--- src/rtl/cpu_pkg.sv ---
// Shared widths and fetch-FSM state encodings for the CPU front end.
package cpu_pkg;

    localparam int ADDR_W  = 16;
    localparam int INSTR_W = 16;

    typedef enum logic [1:0] {
        S_IDLE  = 2'd0,
        S_FETCH = 2'd1,
        S_DRAIN = 2'd2
    } fetch_state_e;

endpackage

--- src/rtl/if_fetch_unit_fetch_queue.sv ---
// Small in-order FIFO holding fetched {pc, instr} pairs for the decode stage.
module fetch_queue #(
    parameter int DEPTH = 2,
    parameter int WIDTH = 32
) (
    input  logic             clk,
    input  logic             rst,
    input  logic             push,
    input  logic             pop,
    input  logic             clear,
    input  logic [WIDTH-1:0] din,
    output logic             full,
    output logic             empty,
    output logic [WIDTH-1:0] head
);

    localparam int PTR_W = $clog2(DEPTH);
    localparam int CNT_W = PTR_W + 1;

    logic [WIDTH-1:0] r_mem [DEPTH];
    logic [PTR_W-1:0] r_wr_ptr;
    logic [PTR_W-1:0] r_rd_ptr;
    logic [CNT_W-1:0] r_count;

    // Pointers are power-of-two sized so they wrap without explicit compare.
    always_ff @(posedge clk or posedge rst) begin
        if (rst) begin
            r_wr_ptr <= '0;
            r_rd_ptr <= '0;
            r_count  <= '0;
            for (int i = 0; i < DEPTH; i++) begin
                r_mem[i] <= '0;
            end
        end else if (clear) begin
            r_wr_ptr <= '0;
            r_rd_ptr <= '0;
            r_count  <= '0;
        end else begin
            if (push) begin
                r_mem[r_wr_ptr] <= din;
                r_wr_ptr        <= r_wr_ptr + 1'b1;
            end
            if (pop) begin
                r_rd_ptr <= r_rd_ptr + 1'b1;
            end
            case ({push, pop})
                2'b10:   r_count <= r_count + 1'b1;
                2'b01:   r_count <= r_count - 1'b1;
                default: r_count <= r_count;
            endcase
        end
    end

    assign full  = (r_count == CNT_W'(DEPTH));
    assign empty = (r_count == '0);
    assign head  = r_mem[r_rd_ptr];

endmodule

--- src/rtl/if_fetch_unit.sv ---
// Instruction-fetch stage: one memory read per PC value, results queued for decode.
module if_fetch_unit
    import cpu_pkg::*;
#(
    parameter int DEPTH = 2
) (
    input  logic               clk,
    input  logic               rst,
    input  logic [ADDR_W-1:0]  pc_addr,
    output logic               pc_pause,
    output logic               imem_req,
    output logic [ADDR_W-1:0]  imem_addr,
    input  logic               imem_ack,
    input  logic [INSTR_W-1:0] imem_rdata,
    input  logic               flush,
    input  logic               id_stall,
    output logic               if_valid,
    output logic [INSTR_W-1:0] if_instr,
    output logic [ADDR_W-1:0]  if_pc
);

    localparam int ENTRY_W = ADDR_W + INSTR_W;

    fetch_state_e        r_state;
    fetch_state_e        w_next_state;
    logic [ADDR_W-1:0]   r_saved_addr;
    logic                w_full;
    logic                w_empty;
    logic                w_push;
    logic                w_pop;
    logic [ENTRY_W-1:0]  w_head;

    always_ff @(posedge clk or posedge rst) begin
        if (rst) begin
            r_state      <= S_IDLE;
            r_saved_addr <= '0;
        end else begin
            r_state <= w_next_state;
            // A flushed fetch still owns the bus; remember its address until it acks.
            if (r_state == S_FETCH && w_next_state == S_DRAIN) begin
                r_saved_addr <= pc_addr;
            end
        end
    end

    always_comb begin
        w_next_state = r_state;
        imem_req     = 1'b0;
        imem_addr    = '0;
        w_push       = 1'b0;
        case (r_state)
            S_IDLE: begin
                w_next_state = S_FETCH;
            end
            S_FETCH: begin
                imem_req  = !w_full;
                imem_addr = pc_addr;
                w_push    = imem_req && imem_ack && !flush;
                if (flush && imem_req && !imem_ack) begin
                    w_next_state = S_DRAIN;
                end
            end
            S_DRAIN: begin
                imem_req  = 1'b1;
                imem_addr = r_saved_addr;
                if (imem_ack) begin
                    w_next_state = S_FETCH;
                end
            end
            default: begin
                w_next_state = S_IDLE;
            end
        endcase
        pc_pause = !(((r_state == S_FETCH) && imem_req && imem_ack) || flush);
    end

    assign w_pop = if_valid && !id_stall && !flush;

    fetch_queue #(
        .DEPTH (DEPTH),
        .WIDTH (ENTRY_W)
    ) u_queue (
        .clk   (clk),
        .rst   (rst),
        .push  (w_push),
        .pop   (w_pop),
        .clear (flush),
        .din   ({pc_addr, imem_rdata}),
        .full  (w_full),
        .empty (w_empty),
        .head  (w_head)
    );

    // Head fields read as zero when nothing is queued.
    assign if_valid = !w_empty;
    assign if_pc    = w_empty ? '0 : w_head[ENTRY_W-1:INSTR_W];
    assign if_instr = w_empty ? '0 : w_head[INSTR_W-1:0];

endmodule

--- config.mk ---
export PLATFORM = sky130hd
export DESIGN_NAME = if_fetch_unit
export DESIGN_NICKNAME = d
export VERILOG_FILES = /design/src/rtl/cpu_pkg.sv /design/src/rtl/if_fetch_unit_fetch_queue.sv /design/src/rtl/if_fetch_unit.sv
export SDC_FILE = /design/constraint.sdc
export NUM_CORES = 1
export LEC_CHECK = 0
export ABC_AREA = 1
export CAP_MARGIN = 10
export CORE_MARGIN = 3
export CORE_UTILIZATION = 43
export DETAILED_ROUTE_END_ITERATION = 6
export GPL_TIMING_DRIVEN = 0
export MAX_ROUTING_LAYER = met4
export PLACE_DENSITY_LB_ADDON = 0.12
export SYNTH_ARGS = -nofsm -noshare
export SYNTH_HDL_FRONTEND = slang
export SYNTH_SLANG_ARGS = --single-unit
--- constraint.sdc ---
create_clock -name clk -period 4.9 [get_ports clk]
set_clock_uncertainty 0.2 [all_clocks]
set_input_delay 0.98 -clock clk [delete_from_list [all_inputs] [get_ports clk]]
set_output_delay 0.98 -clock clk [all_outputs]
set_load 0.05 [all_outputs]
==> impl_metrics.env, run 1 <==
export IMPL_clockBufferDepth=2
export IMPL_post_place_cells=756
export IMPL_setup_violations=0
export IMPL_cp_required_ps=3720
export IMPL_cts_sinks=86
export IMPL_period_minus_slack_ps=4010
export IMPL_crit_arrival_ps=2830
export IMPL_timing_hold_ws_ps=279.1
export IMPL_end_kind="primary output"
export IMPL_ys_seq_area_share_pct=50.47
export IMPL_die_w_um=105.6
export IMPL_irDropWorstVdd_mv=0.3379
export IMPL_ys_warn_count=0
export IMPL_num_antenna_cells=0
export IMPL_hold_start="r_saved_addr[15]"
export IMPL_dp_slack_ps=1115
export IMPL_yosysTopAreaCell="dfrtp_1"
export IMPL_final_util_pct=58.93
export IMPL_insertion_delay_ps=360
export IMPL_worst_r2r_endpoint="r_saved_addr[2]"
export IMPL_first_iter_violations=182
export IMPL_hold_end="r_saved_addr[15]"
export IMPL_grt_busiest_layer="met2"
export IMPL_regArea_um2=2152
export IMPL_portBuffers=87
export IMPL_cts_hold_buf=0
export IMPL_post_cts_setup_buffer_count=0
export IMPL_finalMaxSlewViolations=0
export IMPL_grt_max_degree=49
export IMPL_start_util_pct=45.08
export IMPL_use_met3_pct=4.532
export IMPL_die_h_um=105.6
export IMPL_async_reset_ff_share_pct=100.0
export IMPL_slew_limit_headroom_pct=62.77
export IMPL_setup_ws_ps=890.1
export IMPL_cts_max_level=3
export IMPL_synth_common_cells="227 x nand2_1, 86 x dfrtp_1, 51 x a21oi_1, 47 x inv_1, 30 x o21ai_0"
export IMPL_cts_root_buf="clkbuf_8"
export IMPL_p_leak_nw=2.644
export IMPL_rr_worst_depth=12
export IMPL_grt_overflow_total=0
export IMPL_post_drt_via_cell_ratio=4.807
export IMPL_r2r_slack_ps=2800
export IMPL_synth_edf_count=0
export IMPL_fillers=932
export IMPL_dp_hpwl_mm=7.650
export IMPL_multiInputGateArea_um2=1740
export IMPL_syn_nets=580
export IMPL_final_cells=772
export IMPL_grt_use_total_pct=21.11
export IMPL_numCtsBuffers=9
export IMPL_met2_usage_pct=34.20
export IMPL_grt_use_met1_pct=27.47
export IMPL_grt_pass1_wl_mm=18.42
export IMPL_period_share_pct=81.83
export IMPL_power_density_nw_per_um2=695.8
export IMPL_layout_drive_gt1_share_pct=11.20
export IMPL_critPathKind="reg -> out"
export IMPL_core_um2=9459
export IMPL_hold_path_depth=2
export IMPL_yosysMostFrequentCell="nand2_1"
export IMPL_grt_pass1_vias=3763
export IMPL_rows=35
export IMPL_tightest_slew_ps=556.8
export IMPL_wl_mm=10.84
export IMPL_clk_pin_slew_ps=80
export IMPL_synth_flop_cell="dfrtp_1"
export IMPL_io_pins=88
export IMPL_r2r_start="r_state[0]"
export IMPL_path_max_fanout=10
export IMPL_cts_tree="built"
export IMPL_synth_seq_cells=86
export IMPL_synth_area_um2=4264
export IMPL_syn2layout_area_growth_pct=30.72
export IMPL_cap_violations=0
export IMPL_wire_per_inst_um=14.04
export IMPL_drtPass1Iterations=4
export IMPL_hold_class="reg -> reg"
export IMPL_drcViolationCount=0
export IMPL_fmaxAchievable_mhz=249.4
export IMPL_tns_ps=0
export IMPL_ctsResizeCount=0
export IMPL_avgSynthCellArea_um2=7.911
export IMPL_critPathLaunchType="register"
export IMPL_rsz0062_at_grt="false"
export IMPL_fin_nets=679
export IMPL_status="finished clean"
export IMPL_synth_top_area_share_pct=50.47
export IMPL_ys_types=23
export IMPL_synthCells=539
export IMPL_final_antenna_net_count=0
export IMPL_die_area_um2=11150
export IMPL_synth_area_top_cells="dfrtp_1 50%, nand2_1 20%, a21oi_1 6.0%"
export IMPL_antenna_found_initial=0
export IMPL_gp_congestion=0.8309
export IMPL_vias=3711
export IMPL_hold_viol=0
[layer usage]
layer / up-vias / share of wire (%)
met4: 0 / 0.78
li1: 1878 / -
met1: 1733 / 46
met5: - / 0
met3: 7 / 5.8
met2: 93 / 47
[critical path, stage by stage (launching register included)]
cell             delay (ps)
dfrtp_1                 410
inv_1                    80
ha_1                    220
buf_2                   260
clkbuf_1                390
nand2_1                  90
a21oi_1                 190
clkdlybuf4s50_1         830
[worst max path at each step]
stage                      from          endpoint  slack (ps)
finish               r_state[1]     imem_addr[15]         890
global route         r_state[1]     imem_addr[14]         670
CTS                  r_state[1]     imem_addr[15]         860
detailed placement  pc_addr[15]     imem_addr[15]        1120
global placement            rst  r_saved_addr[14]          90
floorplan                   rst   r_saved_addr[0]        1500
[power by group]
part / switching (mW) / internal [mW] / total [mW]
clock: 0.263 / 0.354 / 0.617
sequential: 0.175 / 1.03 / 1.20
combinational: 1.38 / 0.681 / 2.06
total: 1.81 / 2.06 / 3.88
[placed cells by master, fill, tap and decap left out, drive strengths merged]
cell type,Yosys,routed
nand2,234,234
clkdlybuf4s50,0,87
dfrtp,86,86
o21ai,68,68
a21oi,52,52
inv,49,49
clkbuf,15,26
buf,15,16
nor2,9,9
nand3,5,5
ha,4,4
bufinv,0,3
clkinv,1,2
xor2,1,1
clkinvlp,0,1
[per-stage QoR]
step | area (um2) | power [mW]
3_3_place_gp | 5296 | 3.247
5_1_grt | 5574 | 4.143
6_report | 5574 | 3.879
3_5_place_dp | 5326 | 3.286
4_1_cts | 5574 | 3.907
2_1_floorplan | 4264 | 2.680
[sequential cells by signal (all words and copies together), names as in the netlist]
name,cells
u_queue.r_mem,64
r_saved_addr,16
r_state,2
u_queue.r_count,2
u_queue.r_rd_ptr,1
u_queue.r_wr_ptr,1
[area by class of cell]
cell class	instances	area share [%]
clock buffers	11	2.536
plain buffers	30	3.300
flip-flops and latches	86	38.61
well taps	129	2.896
inverters	50	3.412
multi-input cells	373	31.22
repair buffers	88	16.12
clock inverters	5	1.908
[cell families (layout without fill, tap and decap cells)]
kind of cell             count (synthesis)  in the layout  synth area share, %
XOR/XNOR                                 1              1               0.2054
AO/OA/AOI/OAI                          120            120                16.11
buffers and inverters                   80            184                8.715
adder cells (fa/ha/maj)                  4              4                1.174
flip-flops                              86             86                50.47
AND/OR/NAND/NOR                        248            248                23.33
(Power assumes the default switching activity.)
==> run 2: changes to the inputs <==
clock period = 4.1 ns   (was 4.9 ns; I/O delays follow)
==> results of run 2 <==
Same layout as run 1 (identical final DEF). Status: finished clean.
Main changes from that run: setup slack after placement 1115 ps -> 635.5 ps; setup slack after layout 890.1 ps -> 250.1 ps; register-to-register setup slack 2800 ps -> 2000 ps; total power 3.879 mW -> 4.635 mW; worst IR drop on VDD 0.3379 mV -> 0.4038 mV
